File: config.mk
export PLATFORM = sky130hd
export DESIGN_NAME = seg7_scan_decoder_flat
export DESIGN_NICKNAME = d
export VERILOG_FILES = /design/src/rtl/seg7_scan_decoder_if.sv /design/src/rtl/seg7_scan_decoder.sv /design/src/flat_wrapper.sv
export SDC_FILE = /design/constraint.sdc
export NUM_CORES = 1
export LEC_CHECK = 0
export ABC_CLOCK_PERIOD_IN_PS = 5300
export CAP_MARGIN = 30
export CORE_AREA = 2 2 92 94
export DETAILED_ROUTE_END_ITERATION = 8
export DIE_AREA = 0 0 94 96
export GPL_ROUTABILITY_DRIVEN = 1
export GPL_TIMING_DRIVEN = 0
export PLACE_DENSITY = 0.59
export SYNTH_ARGS = -nofsm -noshare
export SYNTH_HDL_FRONTEND = slang
export SYNTH_SLANG_ARGS = --single-unit
export TNS_END_PERCENT = 5
File: constraint.sdc
create_clock -name clk -period 5.3 [get_ports clk]
set_input_delay 0.53 -clock clk [delete_from_list [all_inputs] [get_ports clk]]
set_output_delay 0.53 -clock clk [all_outputs]
set_load 0.005 [all_outputs]
File: src/rtl/seg7_scan_decoder_if.sv
// Frame delivery channel for seg7_scan_decoder: valid/ready handshake carrying
// decoded BCD digits (4 bits per digit) and per-digit invalid-glyph flags.
interface seg7_scan_decoder_if #(
    parameter int unsigned NDIG = 4
);
    logic                frame_valid;
    logic                frame_ready;
    logic [4*NDIG-1:0]   frame_bcd;
    logic [NDIG-1:0]     frame_err;

    modport master (
        output frame_valid,
        output frame_bcd,
        output frame_err,
        input  frame_ready
    );

    modport slave (
        input  frame_valid,
        input  frame_bcd,
        input  frame_err,
        output frame_ready
    );
endinterface

File: src/rtl/seg7_scan_decoder.sv
// Monitors a multiplexed active-low seven-segment bus and recovers whole display frames as BCD.
// Optional macro SEG7_SCAN_ALT_GLYPH_EN accepts alternate 6/7/9 glyph shapes as valid digits.
module seg7_scan_decoder #(
    parameter int unsigned NDIG       = 4,
    parameter int unsigned STABLE_CYC = 4
) (
    input  logic                 clk,
    input  logic                 reset_n,
    input  logic [6:0]           seg_n,
    input  logic [NDIG-1:0]      dig_n,
    seg7_scan_decoder_if.master  frm,
    output logic                 overrun,
    input  logic                 clr_overrun
);
    localparam int unsigned CNT_W = $clog2(STABLE_CYC + 1);
    localparam int unsigned BCD_W = 4 * NDIG;

    localparam logic [CNT_W-1:0] CNT_MAX    = CNT_W'(STABLE_CYC);
    localparam logic [3:0]       CODE_BLANK = 4'hF;
    localparam logic [3:0]       CODE_ERR   = 4'hE;

    // Two-flop synchronizers; both bus inputs are asynchronous to clk.
    logic [6:0]      r_seg_s1;
    logic [6:0]      r_seg_s2;
    logic [NDIG-1:0] r_dig_s1;
    logic [NDIG-1:0] r_dig_s2;

    always_ff @(posedge clk) begin
        if (!reset_n) begin
            r_seg_s1 <= '1;
            r_seg_s2 <= '1;
            r_dig_s1 <= '1;
            r_dig_s2 <= '1;
        end else begin
            r_seg_s1 <= seg_n;
            r_seg_s2 <= r_seg_s1;
            r_dig_s1 <= dig_n;
            r_dig_s2 <= r_dig_s1;
        end
    end

    // s2 is about to take a new value on this edge when s1 differs from it.
    logic w_bus_change;
    logic w_dig_change;

    assign w_bus_change = (r_seg_s1 != r_seg_s2) || (r_dig_s1 != r_dig_s2);
    assign w_dig_change = (r_dig_s1 != r_dig_s2);

    // Counts edges for which s2 has held its current value, saturating.
    logic [CNT_W-1:0] r_cnt;

    always_ff @(posedge clk) begin
        if (!reset_n) begin
            r_cnt <= '0;
        end else if (w_bus_change) begin
            r_cnt <= CNT_W'(1);
        end else if (r_cnt != CNT_MAX) begin
            r_cnt <= r_cnt + CNT_W'(1);
        end
    end

    function automatic logic [4:0] glyph_decode(input logic [6:0] seg);
        logic [4:0] res;
        case (seg)
            7'b0000001: res = {1'b0, 4'd0};
            7'b1001111: res = {1'b0, 4'd1};
            7'b0010010: res = {1'b0, 4'd2};
            7'b0000110: res = {1'b0, 4'd3};
            7'b1001100: res = {1'b0, 4'd4};
            7'b0100100: res = {1'b0, 4'd5};
            7'b0100000: res = {1'b0, 4'd6};
            7'b0001111: res = {1'b0, 4'd7};
            7'b0000000: res = {1'b0, 4'd8};
            7'b0001100: res = {1'b0, 4'd9};
            7'b1111111: res = {1'b0, CODE_BLANK};
`ifdef SEG7_SCAN_ALT_GLYPH_EN
            7'b1100000: res = {1'b0, 4'd6};
            7'b0000100: res = {1'b0, 4'd9};
            7'b0001101: res = {1'b0, 4'd7};
`endif
            default:    res = {1'b1, CODE_ERR};
        endcase
        return res;
    endfunction

    logic [NDIG-1:0] w_dig_act;
    logic            w_dig_onehot;
    logic            w_stable;
    logic            w_capture;
    logic [NDIG-1:0] w_cap_vec;
    logic [4:0]      w_glyph;
    logic [3:0]      w_glyph_code;
    logic            w_glyph_err;
    logic            r_act_done;

    assign w_dig_act    = ~r_dig_s2;
    assign w_dig_onehot = (w_dig_act != '0) && ((w_dig_act & (w_dig_act - NDIG'(1))) == '0);
    assign w_stable     = (r_cnt == CNT_MAX);
    assign w_capture    = w_stable && w_dig_onehot && !r_act_done;
    assign w_cap_vec    = w_capture ? w_dig_act : '0;
    assign w_glyph      = glyph_decode(r_seg_s2);
    assign w_glyph_code = w_glyph[3:0];
    assign w_glyph_err  = w_glyph[4];

    // One capture per activation; a change of the enable pattern starts a new activation.
    always_ff @(posedge clk) begin
        if (!reset_n) begin
            r_act_done <= 1'b0;
        end else if (w_dig_change) begin
            r_act_done <= 1'b0;
        end else if (w_capture) begin
            r_act_done <= 1'b1;
        end
    end

    logic [BCD_W-1:0] r_store;
    logic [NDIG-1:0]  r_store_err;
    logic [NDIG-1:0]  r_mask;
    logic             w_frame_done;

    assign w_frame_done = &r_mask;

    // Per-digit stores keep the latest glyph until the frame is handed off.
    always_ff @(posedge clk) begin
        if (!reset_n) begin
            r_store     <= {NDIG{CODE_BLANK}};
            r_store_err <= '0;
            r_mask      <= '0;
        end else begin
            for (int i = 0; i < int'(NDIG); i++) begin
                if (w_cap_vec[i]) begin
                    r_store[4*i +: 4] <= w_glyph_code;
                    r_store_err[i]    <= w_glyph_err;
                end
            end
            r_mask <= (w_frame_done ? '0 : r_mask) | w_cap_vec;
        end
    end

    logic             r_valid;
    logic [BCD_W-1:0] r_bcd;
    logic [NDIG-1:0]  r_err;
    logic             r_overrun;
    logic             w_can_load;

    assign w_can_load = !r_valid || frm.frame_ready;

    // Output holding register; a frame that cannot be loaded is dropped and flagged.
    always_ff @(posedge clk) begin
        if (!reset_n) begin
            r_valid   <= 1'b0;
            r_bcd     <= '0;
            r_err     <= '0;
            r_overrun <= 1'b0;
        end else begin
            if (w_frame_done && w_can_load) begin
                r_valid <= 1'b1;
                r_bcd   <= r_store;
                r_err   <= r_store_err;
            end else if (r_valid && frm.frame_ready) begin
                r_valid <= 1'b0;
            end
            r_overrun <= (w_frame_done && !w_can_load) || (r_overrun && !clr_overrun);
        end
    end

    assign frm.frame_valid = r_valid;
    assign frm.frame_bcd   = r_bcd;
    assign frm.frame_err   = r_err;
    assign overrun         = r_overrun;

endmodule

File: src/flat_wrapper.sv
// flat-port wrapper written by rule: the top's interface ports become plain ports
module seg7_scan_decoder_flat 
#(
    parameter int unsigned NDIG       = 4,
    parameter int unsigned STABLE_CYC = 4
)
  (clk, reset_n, seg_n, dig_n, overrun, clr_overrun, frm_frame_valid, frm_frame_bcd, frm_frame_err, frm_frame_ready);
  seg7_scan_decoder_if #(.NDIG(NDIG)) frm_i ();
  input  logic clk;
  input  logic reset_n;
  input  logic [6:0] seg_n;
  input  logic [NDIG-1:0] dig_n;
  output logic overrun;
  input  logic clr_overrun;
  output wire logic [$bits(frm_i.frame_valid)-1:0] frm_frame_valid;
  output wire logic [$bits(frm_i.frame_bcd)-1:0] frm_frame_bcd;
  output wire logic [$bits(frm_i.frame_err)-1:0] frm_frame_err;
  input wire logic [$bits(frm_i.frame_ready)-1:0] frm_frame_ready;
  assign frm_frame_valid = frm_i.frame_valid;
  assign frm_frame_bcd = frm_i.frame_bcd;
  assign frm_frame_err = frm_i.frame_err;
  assign frm_i.frame_ready = frm_frame_ready;
  seg7_scan_decoder #(.NDIG(NDIG), .STABLE_CYC(STABLE_CYC)) u_core (.clk(clk), .reset_n(reset_n), .seg_n(seg_n), .dig_n(dig_n), .frm(frm_i), .overrun(overrun), .clr_overrun(clr_overrun));
endmodule
==> run summary, run 1 <==
outcome -> finished clean
Crit Path Max Fanout -> 6
TritonRoute pass-1 iters -> 5
I/O Buffers -> 36
Buf/Inv on CP -> 2
clock root buffer -> clkbuf_8
antenna-violating nets left -> 0
hold buffers post-CTS -> 0
worst-skew pair later-pin latency -> 0.35 ns
clk buf depth -> 2
Slew HR -> 0.4450
NumNets Final -> 403
count of final setup violators -> 0
final WL -> 5953 um
Mapped Nets -> 356
setup repair bufs after CTS -> 0
Worst-Margin Slew -> 0.8210 ns
synthesized instance count -> 339
RSZ-0062 raised after global routing -> no
kind of critical path -> reg2reg
core area -> 0.008051 sq mm
Clock Sinks -> 72
critical path endpoint category -> flop
Peak Freq -> 506.0 MHz
crit-path leading delay family -> simple AND/OR/NAND/NOR gates
commonest cells in the netlist -> dfxtp_1 (72), nand2_1 (51), a21oi_1 (38)
register area -> 0.001441 sq mm
hold_sp -> u_core.r_store[2]
setup TNS -> 0 ns
dpl cells -> 480
Detailed Place HPWL -> 4406 um
CTS tree -> yes
# DRC -> 0
Tot Pwr -> 1.107 mW
die area -> 0.009024 sq mm
Synth area leader -> dfxtp_1
Req. time, crit path -> 5.52 ns
crit path DAT -> 2.20 ns
Worst path max stage delay -> 0.36 ns
CTS clock-pin slew for the worst setup and hold paths -> 0.08 ns
number of global-route vias before repair -> 2145
Finished Layout Cells -> 496
post-DR wirelength/cell -> 12.00 um
Fill cells -> 843
initial DRC count -> 115
Initial Util -> 0.3663
Power Density -> 302.4 mW/mm^2
final hold vios -> 0
GR Util All Layers -> 0.1438
DIE HEIGHT -> 96 um
syn avg cell area -> 8.699 sq um
most common cell in the netlist -> dfxtp_1
critical path's slowest cell -> or3_1
cell row count -> 33
first-pass GRT wire length -> 10120 um
Hold WS -> 0.4514 ns
Seq/Total Area, Yosys -> 0.4888
worst-case clock skew -> 0.009262 ns
maxcap violations -> 0
synth warn -> 0
Area contributors post-synth -> dfxtp_1 (49%), nand2_1 (6.5%), a21oi_1 (6.4%), nand2b_1 (5.1%), nor3_1 (4.2%)
via count -> 2413
Leakage -> 1.255 nW
fin crit period -> 1.976 ns
R2R Path Start -> u_core.r_cnt[0]
Crit. Startpoint -> u_core.r_cnt[0]
GRT overflow -> 0
CTS Buf Count -> 9
Die W -> 94 um
share of layout cells above drive strength 1 -> 0.06138
synthesis-to-finish area growth -> 24.18%
asr flop ratio synth -> 0
startpoint types -> flop
ANT cells -> 0
GP Congestion -> 0.8741
Synth Register Bits -> 72
vias per inst -> 4.865
CTS resizes -> 0
Synth top area share -> 0.4888
max-slew violation count -> 0
number of synthesized flops with an enable pin -> 0
crit path cell chain -> inv_1, ha_1, nand4b_1, or3_1, clkbuf_1, nor4_1, o21ai_0
Mapped Area -> 0.002949 sq mm
area of the multi-input gates -> 0.001381 sq mm
initial antenna violation count -> 0
Synth Flop Type -> dfxtp_1
worst vdd ir -> 0.0001418 V
final critical-path share of the clock period -> 0.3729
CTS H-Tree Depth -> 3
Hold Crit Class -> reg2reg
Top Ports -> 37
largest net degree at the start of global routing -> 13
Netlist cell types -> 41
[through the flow]
stage               worst slack [ns]  cell area (sq um)  utilization
global placement               3.120               3441       0.4274
global route                   3.176               3662       0.4549
detailed placement             3.109               3441       0.4274
CTS                            3.325               3662       0.4549
floorplan                      3.546               2949            -
finish                         3.324               3662       0.4549
[final timing paths]
check	slack, ns	end	cells after the start
worst max-delay path	3.32	u_core.r_store[4]	7
worst min-delay path	0.45	u_core.frm.frame_bcd[2]	2
worst min register to register	0.45	u_core.frm.frame_bcd[2]	2
worst max register to register	3.32	u_core.r_store[4]	7
[routing by layer]
| metal | vias up | share of wire | GRT usage |
|---|---|---|---|
| met5 | - | 0 | 0 |
| met4 | 0 | 0.018 | 0.06401 |
| met3 | 12 | 0.045 | 0.03367 |
| met2 | 41 | 0.45 | 0.2268 |
| met1 | 1095 | 0.48 | 0.1882 |
| li1 | 1265 | - | - |
[power by group]
group / leakage, nW / internal (mW) / switching, mW
clock network: 0.106 / 0.277 / 0.205
registers: 0.586 / 0.549 / 0.00431
logic: 0.563 / 0.0315 / 0.0405
total: 1.25 / 0.857 / 0.250
[state kept, by name (all words and copies together), names as in the netlist, 3 cells and up]
name                  count
u_core.r_dig_s1           4
u_core.r_seg_s1           7
u_core.frm.frame_bcd     16
u_core.r_seg_s2           7
u_core.r_store           16
u_core.r_cnt              3
u_core.r_store_err        4
u_core.r_mask             4
u_core.frm.frame_err      4
u_core.r_dig_s2           4
[area by class of cell]
class | count | share of cell area
Timing Repair Buffer | 36 | 0.09839
Clock buffer | 11 | 0.03861
Multi-Input combinational cell | 238 | 0.3772
Buffer | 25 | 0.03041
Inverter | 4 | 0.004100
Tap cell | 105 | 0.03587
Clock inverter | 5 | 0.02187
Sequential cell | 72 | 0.3936
[tightest hold or removal path: stages (launching register included)]
cell and delay (ns):
dfxtp_1 0.32, nand2_1 0.05, a21oi_1 0.05
[cell families after synthesis]
| family | count (synthesis) | synth area share |
|---|---|---|
| adder cells (fa/ha/maj) | 2 | 0.008484 |
| flip-flops | 72 | 0.4888 |
| AND/OR/NAND/NOR | 160 | 0.2957 |
| XOR/XNOR | 16 | 0.04752 |
| buffers and inverters | 29 | 0.04285 |
| AO/OA/AOI/OAI | 60 | 0.1167 |
[cells in the final DEF (no fill, tap or decap), types with 10 or more instances in the layout]
cell type / synthesis / final
a21oi_1: 38 / 38
clkbuf_8: 0 / 10
nand2b_1: 24 / 24
clkdlybuf4s50_1: 0 / 36
nand2_1: 51 / 51
nor2_1: 13 / 13
clkbuf_1: 21 / 22
nor3_1: 25 / 25
dfxtp_1: 72 / 72
xor2_1: 11 / 11
Note: power is estimated with default switching activity, not from simulation.
==> inputs of run 2 (changes only) <==
--- a/config.mk
+++ b/config.mk
@@ -5,7 +5,7 @@
 export SDC_FILE = /design/constraint.sdc
 export NUM_CORES = 1
 export LEC_CHECK = 0
-export ABC_CLOCK_PERIOD_IN_PS = 5300
+export ABC_CLOCK_PERIOD_IN_PS = 1900
 export CAP_MARGIN = 30
 export CORE_AREA = 2 2 92 94
 export DETAILED_ROUTE_END_ITERATION = 8
==> constraint.sdc (replaced) <==
create_clock -name clk -period 1.9 [get_ports clk]
set_input_delay 0.19 -clock clk [delete_from_list [all_inputs] [get_ports clk]]
set_output_delay 0.19 -clock clk [all_outputs]
set_load 0.005 [all_outputs]
==> run summary, run 2 (synthesis gave the netlist of run 1 again) <==
I/O Buffers -> 36 (unchanged)
Net Sw Power -> 0.6997 mW (+180%)
Slew HR -> 0.6106 (+0.1657)
Hold Crit Class -> in2reg
crit path cell chain -> buf_6, or4b_4, or3_4, nand4b_4, buf_6, o31ai_1
hold_sp -> dig_n[1]
die area -> 0.009024 sq mm (unchanged)
Worst-Margin Slew -> 0.5796 ns (-0.2414 ns)
antenna-violating nets left -> 0 (unchanged)
synthesis-to-finish area growth -> 26.30%
RR Endpoint -> u_core.r_store_err[3]
Leakage -> 1.275 nW (+1.7%)
worst vdd ir -> 0.0003959 V (+180%)
crit-path leading delay family -> simple AND/OR/NAND/NOR gates
critical path's slowest cell -> or4b_4
largest net degree at the start of global routing -> 13 (unchanged)
Crit Path Max Fanout -> 10 (+4)
R2R Path Start -> u_core.r_seg_s2[6]
share of layout cells above drive strength 1 -> 0.08929 (+0.02790)
Die W -> 94 um (unchanged)
most common cell type on the critical path -> buf_6
crit path DAT -> 2.05 ns (-0.15 ns)
post-DR wirelength/cell -> 12.13 um (+1.1%)
Worst path max stage delay -> 0.53 ns (+0.17 ns)
clk buf depth -> 2 (unchanged)
reg-to-reg setup timing slack -> 0.07 ns (-3.25 ns)
internal power -> 2.400 mW (+180%)
CTS tree -> yes
combinational share of power -> 0.070 (+0.005)
switch share -> 0.2257 (about the same)
DIE HEIGHT -> 96 um (unchanged)
Clock Sinks -> 72 (unchanged)
Worst Hold Depth -> 2 (unchanged)
initial antenna violation count -> 0 (unchanged)
Initial Util -> 0.3663 (unchanged)
Buf/Inv on CP -> 2 (unchanged)
GP Congestion -> 0.8741 (unchanged)
number of global-route vias before repair -> 2132 (-0.61%)
vias per inst -> 4.905 (+0.83%)
CTS H-Tree Depth -> 3 (unchanged)
final WL -> 6030 um (+1.3%)
NumNets Final -> 404 (+0.25%)
Hold Path End -> u_core.r_dig_s1[1]
TritonRoute pass-1 iters -> 4 (-1)
RSZ-0062 raised after global routing -> yes
max-slew violation count -> 0 (unchanged)
final critical-path share of the clock period -> 0.9627 (+0.5898)
hold buffers post-CTS -> 0 (unchanged)
R2R cell count -> 6 (-1)
startpoint types -> flop
Req. time, crit path -> 2.12 ns (-3.40 ns)
setup TNS -> 0 ns (unchanged)
cell row count -> 33 (unchanged)
maxcap violations -> 0 (unchanged)
GR Util All Layers -> 0.1436 (-0.0001663)
worst-case clock skew -> 0.008844 ns (-0.0004177 ns)
core area -> 0.008051 sq mm (unchanged)
clock power share -> 0.432 (-0.003)
fin util -> 0.4626 (+0.007770)
via count -> 2438 (+1.0%)
final hold vios -> 0 (unchanged)
outcome -> finished clean
# DRC -> 0 (unchanged)
ANT cells -> 0 (unchanged)
CTS clock-pin slew for the worst setup and hold paths -> 0.08 ns (about the same)
count of final setup violators -> 0 (unchanged)
critical path endpoint category -> flop
sequential power share -> 0.498 (-0.002)
commonest non-fill, non-tap cell in the layout -> dfxtp_1
Hold WS -> 0.3928 ns (-0.05856 ns)
clock root buffer -> clkbuf_8
initial DRC count -> 82 (-29%)
Detailed Place HPWL -> 4406 um (unchanged)
GRT overflow -> 0 (unchanged)
first-pass GRT wire length -> 10120 um (about the same)
worst-skew pair later-pin latency -> 0.35 ns (about the same)
Fill cells -> 835 (-0.95%)
kind of critical path -> reg2reg
Power Density -> 832.2 mW/mm^2 (+180%)
Top Ports -> 37 (unchanged)
area of the multi-input gates -> 0.001429 sq mm (+3.4%)
dpl cells -> 480 (unchanged)
Finished Layout Cells -> 497 (+0.20%)
CTS Buf Count -> 9 (unchanged)
most frequent cells in the layout -> dfxtp_1 (72), nand2_1 (51), a21oi_1 (37)
Peak Freq -> 546.7 MHz (+8.0%)
fin crit period -> 1.829 ns (-0.1471 ns)
register area -> 0.001441 sq mm (unchanged)
-- run 2: timing repair --
item | CTS | global route
endpoints found under the setup margin | 1 | 19
gates cloned | 0 | 0
setup buffers | 0 | 2
resized for setup | 1 | 12
pin swaps | 0 | 2
-- run 2: area by class of cell --
class,instances,share of cell area
Sequential cell,72,0.3870
Multi-Input combinational cell,238,0.3836
Timing Repair Buffer,38,0.1008
Clock buffer,11,0.03796
Tap cell,105,0.03527
Buffer,24,0.02990
Clock inverter,5,0.02150
Inverter,4,0.004031
-- run 2: per-layer routing --
metal | GRT usage | vias up | share of wire
li1 | - | 1271 | -
met1 | 0.1882 | 1106 | 0.48
met2 | 0.2262 | 50 | 0.46
met3 | 0.03367 | 11 | 0.043
met4 | 0.06401 | 0 | 0.017
met5 | 0 | - | 0
-- run 2: worst max-delay path by stage --
stage,from,endpoint,slack [ns],depth (start not counted)
3_5_place_dp,u_core.r_cnt[0],u_core.r_store[4],-0.06,7
2_1_floorplan,u_core.r_seg_s2[6],u_core.r_store_err[3],0.15,6
4_1_cts,u_core.r_seg_s2[6],u_core.r_store[0],0.01,5
6_report,u_core.r_seg_s2[6],u_core.r_store_err[3],0.07,6
5_1_grt,u_core.r_seg_s2[4],u_core.r_store[1],-0.05,5
3_3_place_gp,u_core.r_cnt[0],u_core.r_store[4],-0.04,7
-- run 2: power groups by stage --
stage / logic [mW] / clock network [mW] / registers (mW)
after global routing: 0.242 / 1.42 / 1.55
after floorplan: 0.138 / 0 / 1.58
after detailed placement: 0.202 / 0 / 1.58
final: 0.216 / 1.34 / 1.54
after global placement: 0.200 / 0 / 1.58
after CTS: 0.204 / 1.37 / 1.54
-- run 2: worst reg2reg max path, cell delays in order, from the launching register on --
cell and delay [ns]:
dfxtp_1 0.31, buf_6 0.13, or4b_4 0.53, or3_4 0.41
nand4b_4 0.12, buf_6 0.15, o31ai_1 0.06
-- run 2: per-stage QoR --
step	total power [mW]	cell area [sq um]	worst slack, ns
2_1_floorplan	1.714	2949	0.1457
3_3_place_gp	1.778	3441	-0.04333
3_5_place_dp	1.781	3441	-0.06137
4_1_cts	3.117	3665	0.009989
5_1_grt	3.212	3725	-0.04800
6_report	3.100	3725	0.07094
==> inputs of run 3 (changes only) <==
--- a/config.mk
+++ b/config.mk
@@ -13,6 +13,7 @@
 export GPL_ROUTABILITY_DRIVEN = 1
 export GPL_TIMING_DRIVEN = 0
 export PLACE_DENSITY = 0.59
+export SLEW_MARGIN = 15
 export SYNTH_ARGS = -nofsm -noshare
 export SYNTH_HDL_FRONTEND = slang
 export SYNTH_SLANG_ARGS = --single-unit
==> results of run 3 <==
The final DEF is identical to that of run 2; final timing and power are the same.
